$ cat src/rtl/control_multiplicador_pkg.sv
// Shared definitions for the shift-and-add multiplier controller.
package mult_pkg;

   localparam int WIDTH_DEF = 4;

   typedef enum logic [1:0] {
      IDLE = 2'b00,
      RUN  = 2'b01,
      DONE = 2'b10
   } state_t;

endpackage

$ cat src/rtl/control_multiplicador_if.sv
// Front-panel handshake: operands and start in, busy/done/product out.
interface control_multiplicador_if
   import mult_pkg::*;
#(
   parameter int WIDTH = WIDTH_DEF
);

   logic               start;
   logic [WIDTH-1:0]   a;
   logic [WIDTH-1:0]   b;
   logic               busy;
   logic               done;
   logic [2*WIDTH-1:0] product;

   modport master (
      output start, a, b,
      input  busy, done, product
   );

   modport slave (
      input  start, a, b,
      output busy, done, product
   );

endinterface

$ cat src/rtl/control_multiplicador_sumador_nbits.sv
// Ripple-carry adder built from a chain of full-adder cells.
module full_adder (
   input  logic a,
   input  logic b,
   input  logic cin,
   output logic s,
   output logic cout
);

   assign s    = a ^ b ^ cin;
   assign cout = (a & b) | (cin & (a ^ b));

endmodule

module sumador_nbits
   import mult_pkg::*;
#(
   parameter int WIDTH = WIDTH_DEF
) (
   input  logic [WIDTH-1:0] a,
   input  logic [WIDTH-1:0] b,
   input  logic             cin,
   output logic [WIDTH-1:0] s,
   output logic             cout
);

   logic [WIDTH:0] carry;

   assign carry[0] = cin;
   assign cout     = carry[WIDTH];

   for (genvar i = 0; i < WIDTH; i++) begin : g_bit
      full_adder u_fa (
         .a    (a[i]),
         .b    (b[i]),
         .cin  (carry[i]),
         .s    (s[i]),
         .cout (carry[i+1])
      );
   end

endmodule

$ cat src/rtl/control_multiplicador.sv
// Sequential shift-and-add unsigned multiplier: one shared adder, WIDTH steps.
//
// state | meaning
// IDLE  | waiting for start; operands captured on the accepting edge
// RUN   | one add-and-shift step per edge, WIDTH steps in total
// DONE  | product just loaded; one-cycle done pulse, then back to IDLE
module control_multiplicador
   import mult_pkg::*;
#(
   parameter int WIDTH = WIDTH_DEF
) (
   input logic                     clk,
   input logic                     rst,
   control_multiplicador_if.slave  bus
);

   localparam int CNT_W = $clog2(WIDTH);

   state_t             state;
   state_t             state_nxt;
   logic [WIDTH-1:0]   m_reg;
   logic [WIDTH-1:0]   acc_hi;
   logic [WIDTH-1:0]   q_reg;
   logic [CNT_W-1:0]   count;
   logic [2*WIDTH-1:0] product_reg;

   logic [WIDTH-1:0]   addend;
   logic [WIDTH-1:0]   sum;
   logic               cout;
   logic               last_step;
   logic [2*WIDTH-1:0] shifted;

   assign addend    = q_reg[0] ? m_reg : '0;
   assign last_step = (count == CNT_W'(WIDTH - 1));
   // Carry lands in the top bit of the high half, so nothing is ever lost.
   assign shifted   = {cout, sum, q_reg[WIDTH-1:1]};

   sumador_nbits #(.WIDTH(WIDTH)) u_sumador (
      .a    (acc_hi),
      .b    (addend),
      .cin  (1'b0),
      .s    (sum),
      .cout (cout)
   );

   // State register.
   always_ff @(posedge clk or posedge rst) begin
      if (rst) state <= IDLE;
      else     state <= state_nxt;
   end

   // Next-state decode; unused encodings fall back to IDLE.
   always_comb begin
      state_nxt = IDLE;
      case (state)
         IDLE:    state_nxt = bus.start ? RUN : IDLE;
         RUN:     state_nxt = last_step ? DONE : RUN;
         DONE:    state_nxt = IDLE;
         default: state_nxt = IDLE;
      endcase
   end

   // Operand capture, add-and-shift steps, and product load on the last step.
   always_ff @(posedge clk or posedge rst) begin
      if (rst) begin
         m_reg       <= '0;
         acc_hi      <= '0;
         q_reg       <= '0;
         count       <= '0;
         product_reg <= '0;
      end else begin
         case (state)
            IDLE: begin
               if (bus.start) begin
                  m_reg  <= bus.a;
                  q_reg  <= bus.b;
                  acc_hi <= '0;
                  count  <= '0;
               end
            end
            RUN: begin
               {acc_hi, q_reg} <= shifted;
               count           <= count + 1'b1;
               if (last_step) product_reg <= shifted;
            end
            default: ;
         endcase
      end
   end

   assign bus.busy    = (state == RUN) || (state == DONE);
   assign bus.done    = (state == DONE);
   assign bus.product = product_reg;

endmodule

$ cat src/flat_wrapper.sv
// flat-port wrapper written by rule: the top's interface ports become plain ports
module control_multiplicador_flat import mult_pkg::*;
#(
   parameter int WIDTH = WIDTH_DEF
)
  (clk, rst, bus_start, bus_a, bus_b, bus_busy, bus_done, bus_product);
  control_multiplicador_if #(.WIDTH(WIDTH)) bus_i ();
  input logic clk;
  input logic rst;
  input wire logic [$bits(bus_i.start)-1:0] bus_start;
  input wire logic [$bits(bus_i.a)-1:0] bus_a;
  input wire logic [$bits(bus_i.b)-1:0] bus_b;
  output wire logic [$bits(bus_i.busy)-1:0] bus_busy;
  output wire logic [$bits(bus_i.done)-1:0] bus_done;
  output wire logic [$bits(bus_i.product)-1:0] bus_product;
  assign bus_i.start = bus_start;
  assign bus_i.a = bus_a;
  assign bus_i.b = bus_b;
  assign bus_busy = bus_i.busy;
  assign bus_done = bus_i.done;
  assign bus_product = bus_i.product;
  control_multiplicador #(.WIDTH(WIDTH)) u_core (.clk(clk), .rst(rst), .bus(bus_i));
endmodule
$ cat config.mk
export PLATFORM = sky130hd
export DESIGN_NAME = control_multiplicador_flat
export DESIGN_NICKNAME = d
export VERILOG_FILES = /design/src/rtl/control_multiplicador_pkg.sv /design/src/rtl/control_multiplicador_if.sv /design/src/rtl/control_multiplicador_sumador_nbits.sv /design/src/rtl/control_multiplicador.sv /design/src/flat_wrapper.sv
export SDC_FILE = /design/constraint.sdc
export NUM_CORES = 1
export LEC_CHECK = 0
export CORE_MARGIN = 1.5
export CORE_UTILIZATION = 53
export CTS_CLUSTER_SIZE = 40
export DETAILED_ROUTE_END_ITERATION = 6
export GPL_ROUTABILITY_DRIVEN = 0
export GPL_TIMING_DRIVEN = 0
export PLACE_DENSITY = 0.81
export SLEW_MARGIN = 20
export SYNTH_ARGS = -nofsm -noshare
export SYNTH_HDL_FRONTEND = slang
export SYNTH_SLANG_ARGS = --single-unit
$ cat constraint.sdc
create_clock -name clk -period 4.4 [get_ports clk]
set_input_delay 0.66 -clock clk [delete_from_list [all_inputs] [get_ports clk]]
set_output_delay 0.66 -clock clk [all_outputs]
set_load 0.01 [all_outputs]
Word-level counts from Yosys, hierarchy flattened
Index checks and enable logic that the tools add are counted.
{ "word_totals": {"ff_bits": 24, "elab_cells": 44, "out_inout_bits": 10, "input_bits": 11} }
{ "op_classes": {"addsub": 1, "muxes": 10, "bitwise": 17, "n_eq_ne": 4, "reduce_logical": 6} }
{ "op_table": {"columns": ["operator", "count"], "rows": [
  ["$pmux W4 S2", 2],
  ["$mux W4", 3],
  ["$pmux W2 S2", 2],
  ["$and A1 B1 Y1", 7],
  ["$xor A1 B1 Y1", 7],
  ["$reduce_and A2 Y1", 3],
  ["$eq A2 B2 Y1 const B", 2],
  ["$mux W2", 2],
  ["$or A1 B1 Y1", 3],
  ["$add A2 B1 Y2 const B", 1],
  ["$eq A2 B1 Y1 const B", 1],
  ["$logic_not A2 Y1", 1],
  ["$ne A2 B2 Y1 const B", 1],
  ["$reduce_bool A2 Y1", 1],
  ["$logic_or A1 B1 Y1", 1],
  ["$mux W1", 1]
]} }

Longest topological paths before layout
{ "depth": {"ltp_word": 9, "mapped_depth": 7, "ltp_nobuf": 7} }

By module
Synthesis repeated with hierarchy kept, for this count alone.
{ "unflattened": {"hier_cells": 88, "hier_area_um2": 1127.3} }
{ "by_module_without_submodules": {"columns": ["module", "instances", "area_per_inst_um2", "cells_each", "seq_area_each_um2"], "rows": [
  ["control_multiplicador", 1, 1047.3, 84, 600.6],
  ["full_adder", 4, 20.0, 1, 0.0]
]} }

Least setup slack after synthesis
Ideal clock, no wire load.
{ "synth_timing": {"path_type": "flip-flop to flip-flop", "start": "register u_core.q_reg[0]", "end": "register u_core.acc_hi[2]", "required_ns": 4.272, "slack_ns": 2.286, "period_less_slack_ns": 2.114, "setup_time_ns": 0.128, "stages_incl_launch_ff": 8, "arrival_ns": 1.986, "path_buffers": 0, "cell_sequence": "dfrtp_1 and2_1 ha_1 inv_1 fa_1 fa_1 fa_1 o22ai_1"} }
{ "synth_via": {"elab_chain_cells": 8, "word_cells_on_any_way": 13, "cone_classes": "mux (2); bitwise (11)"} }
{ "synth_lines": {"columns": ["element", "line", "source"], "rows": [
  ["from (decl)", "control_multiplicador.sv:23", "logic [WIDTH-1:0] q_reg;"],
  ["from (signal assigned)", "control_multiplicador.sv:76", "q_reg <= bus.b;"],
  ["from (signal assigned)", "control_multiplicador.sv:82", "{acc_hi, q_reg} <= shifted;"],
  ["$mux W4 (*)", "control_multiplicador.sv:33", "assign addend = q_reg[0] ? m_reg : '0;"],
  ["$and A1 B1 Y1 / $xor A1 B1 Y1 (equally long branches)", "control_multiplicador_sumador_nbits.sv:11", "assign cout = (a & b) | (cin & (a ^ b));"],
  ["$and A1 B1 Y1", "control_multiplicador_sumador_nbits.sv:11", null],
  ["$or A1 B1 Y1", "control_multiplicador_sumador_nbits.sv:11", null],
  ["$and A1 B1 Y1", "control_multiplicador_sumador_nbits.sv:11", null],
  ["$or A1 B1 Y1", "control_multiplicador_sumador_nbits.sv:11", null],
  ["$xor A1 B1 Y1 (*)", "control_multiplicador_sumador_nbits.sv:10", "assign s = a ^ b ^ cin;"],
  ["$pmux W4 S2 (*)", "control_multiplicador.sv:72", "case (state)"],
  ["to (signal assigned)", "control_multiplicador.sv:82", null],
  ["to (decl)", "control_multiplicador.sv:22", "logic [WIDTH-1:0] acc_hi;"]
]} }
Mark *: on every way between the ends. The rest lies on a longest branch, timed or not.
A chain may end at the register's enable or synchronous reset.

Worst setup path after layout
{ "layout_timing": {"start": "register u_core.q_reg[0]", "end": "register u_core.product_reg[6] (netlist: u_core.bus.product[6])"} }
{ "layout_via": {"elab_chain_cells": 7, "word_cells_on_any_way": 12, "cone_classes": "mux (1); bitwise (11)"} }
{ "layout_lines": {"columns": ["element", "line", "source"], "rows": [
  ["$mux W4 (*)", "control_multiplicador.sv:33", null],
  ["$and A1 B1 Y1 / $xor A1 B1 Y1 (equally long branches)", "control_multiplicador_sumador_nbits.sv:11", null],
  ["$and A1 B1 Y1", "control_multiplicador_sumador_nbits.sv:11", null],
  ["$or A1 B1 Y1", "control_multiplicador_sumador_nbits.sv:11", null],
  ["$and A1 B1 Y1", "control_multiplicador_sumador_nbits.sv:11", null],
  ["$or A1 B1 Y1", "control_multiplicador_sumador_nbits.sv:11", null],
  ["$xor A1 B1 Y1 (*)", "control_multiplicador_sumador_nbits.sv:10", null],
  ["to (signal assigned)", "control_multiplicador.sv:84", "if (last_step) product_reg <= shifted;"],
  ["to (decl)", "control_multiplicador.sv:25", "logic [2*WIDTH-1:0] product_reg;"]
]} }
Marks and branches as above.

==> flow_metrics.py <==
metrics = {
    "routing": {
        "wl_per_cell_um": 14.4,
        "dr_wl_met2_um": 954,
        "vias": 732,
        "drt-total-wl_mm": 1.99,
        "wl_met1_um": 924,
        "post-route-drc-count": 0,
        "ant_nets": 0,
        "top_layer_used": "met4",
        "avgViaCountPerCell": 5.30,
        "first_iter_violations": 14,
        "drt_pass1_iterations": 4,
        "wl_met3_um": 75,
    },
    "grt": {
        "overflow": 0,
        "track_usage_pct": 20.5,
        "grt_max_degree": 25,
        "grt_pass1_vias": 753,
        "antenna_found_initial": 0,
        "grt_pass1_wl_mm": 3.53,
    },
    "cts": {
        "clock_latency_ns": 0.32,
        "htreeDepth": 1,
        "cts_buffers": 3,
        "hold_buffers": 0,
        "cts_setup_buffers": 0,
        "cts.clk_slew.worst_paths_ns": 0.12,
        "cts_tree": "done",
        "post_cts_resized": 0,
        "root_buffer": "clkbuf_4",
        "clock_sink_count": 24,
        "clock_path_buffers": 2,
    },
    "place": {
        "dp_hpwl_mm": 1.46,
        "dp_cells": 134,
        "placement.io_buffers": 20,
        "place_ws_ns": 2.15,
    },
    "timing": {
        "hold_violations": 0,
        "relSlewSlack_pct": 39.7,
        "fin_skew_ns": 0.00298,
        "period_needed_ns": 2.27,
        "fmax_mhz": 441,
        "fin_setup_tns_ns": 0,
        "finalCritPeriodShare_pct": 51.5,
        "report.final.slew_viol_count": 0,
        "setup_ws_ns": 2.13,
        "setup_viol": 0,
        "whs_ns": 0.505,
        "rsz0062_at_grt": "no",
        "tightest_slew_ns": 0.903,
    },
    "run": {
        "cap_violations": 0,
    },
    "worst_setup_path": {
        "cp_max_fo": 6,
        "crit_required_ns": 4.64,
        "end_kind": "register",
        "crit_arrival_ns": 2.51,
        "cp-start-kind": "register",
        "critPathKind": "reg2reg",
    },
    "layout": {
        "layout-area-overhead-vs-synth_pct": 24.7,
        "stdcell_count": 138,
        "mostFrequentLayoutCells": "dfrtp_1 (24), clkdlybuf4s50_1 (20), nand2_1 (10)",
        "largest_register_ffs": 8,
        "final_common_cell": "dfrtp_1",
        "final_nets": 131,
        "fill_cells": 143,
        "drive_gt1_share_pct": 19.8,
        "diodes": 0,
    },
    "die": {
        "die_height_um": 48.4,
        "die_w_um": 48.4,
        "io_pins": 21,
        "placementRows": 16,
        "dieArea_mm2": 0.00234,
        "start_util_pct": 56.3,
        "core_mm2": 0.00194,
    },
    "synth": {
        "ys_seq_area_share_pct": 55.0,
        "yosysWarnings": 0,
        "yosysUniqueCellTypes": 22,
        "synth-seq-cells": 24,
        "synthArstFlopShare_pct": 100,
        "netlist_area_mm2": 0.00109,
        "synth-main-ff-cell": "dfrtp_1",
        "synth_edf_count": 0,
        "syn_area_per_cell_um2": 12.6,
        "synth_nets": 106,
        "synthCells": 87,
    },
    "worst_hold_path": {
        "hold_class": "reg2reg",
    },
    "power": {
        "pwr-share-comb_pct": 49.6,
        "p_int_uw": 624,
        "p_clk_share_pct": 11.9,
        "p_switching_uw": 348,
        "p_leak_uw": 0.000595,
        "powerDensity_mw_per_mm2": 714,
        "vdd_drop_max_v": 0.000440,
        "switching_share_pct": 35.8,
        "p_seq_share_pct": 38.6,
    },
    "run_status": {
        "status": "finished, final reports clean",
    },
}
-- final timing paths --
kind / startpoint / slack (ns) / endpoint / cells after the start
min in group asynchronous: rst / 0.83 / u_core.q_reg[1] / 2
max in group asynchronous: rst / 3.02 / u_core.bus.product[6] / 2
min: u_core.bus.product[5] / 0.51 / u_core.bus.product[5] / 2
max reg2reg: u_core.q_reg[0] / 2.13 / u_core.bus.product[6] / 7
max: u_core.q_reg[0] / 2.13 / u_core.bus.product[6] / 7
min reg2reg: u_core.bus.product[5] / 0.51 / u_core.bus.product[5] / 2
-- Yosys cell counts (2+ instances only) --
| cell type | count | area (um^2) |
|---|---|---|
| dfrtp_1 | 24 | 601 |
| nand2_1 | 10 | 37.5 |
| inv_1 | 9 | 33.8 |
| mux2_2 | 8 | 90.1 |
| o21ai_0 | 7 | 35.0 |
| ha_1 | 5 | 62.6 |
| fa_1 | 3 | 60.1 |
| o22ai_1 | 3 | 18.8 |
| nand2_2 | 2 | 12.5 |
| o21a_1 | 2 | 15.0 |
| o221a_2 | 2 | 22.5 |
| o32a_2 | 2 | 22.5 |
-- cell families after synthesis --
logic type	share of synthesized area, %
simple gates	6.87
mux	10.5
compound gates	12.1
fa+ha+maj	11.2
buf+inv	4.24
flops	55.0
-- power groups by stage --
stage / sequential (uW) / combinational [uW] / clock (uW)
2_1_floorplan: 380 / 314 / 0
3_3_place_gp: 376 / 464 / 0
3_5_place_dp: 380 / 483 / 0
4_1_cts: 375 / 485 / 120
5_1_grt: 388 / 537 / 130
6_report: 375 / 482 / 116
-- through the flow --
step,area [um^2],util [%],power (uW)
detailed placement,1330,68.3,863
finish,1360,70.2,973
floorplan,1090,-,694
global placement,1330,68.3,839
CTS,1360,70.2,979
global route,1360,70.2,1050
-- cell type report --
class / count / area (um^2) / area share (%)
Multi-Input combinational cell: 52 / 445 / 32.7
Sequential cell: 24 / 601 / 44.1
Timing Repair Buffer: 20 / 200 / 14.7
Buffer: 2 / 12.5 / 0.918
Inverter: 9 / 33.8 / 2.48
Clock buffer: 4 / 36.3 / 2.66
Tap cell: 27 / 33.8 / 2.48
-- routing by layer --
metal	vias up	global-route usage [%]
li1	345	-
met1	364	27.1
met2	19	32.2
met3	4	4.94
met4	0	9.52
met5	-	0
-- critical path, cell delays in order (launching register included) --
cell	delay, ns
dfrtp_1	0.45
and2_1	0.16
ha_1	0.13
inv_1	0.05
fa_1	0.38
fa_1	0.39
fa_1	0.45
o21ai_0	0.18
Note: power is estimated with default switching activity, not from simulation.
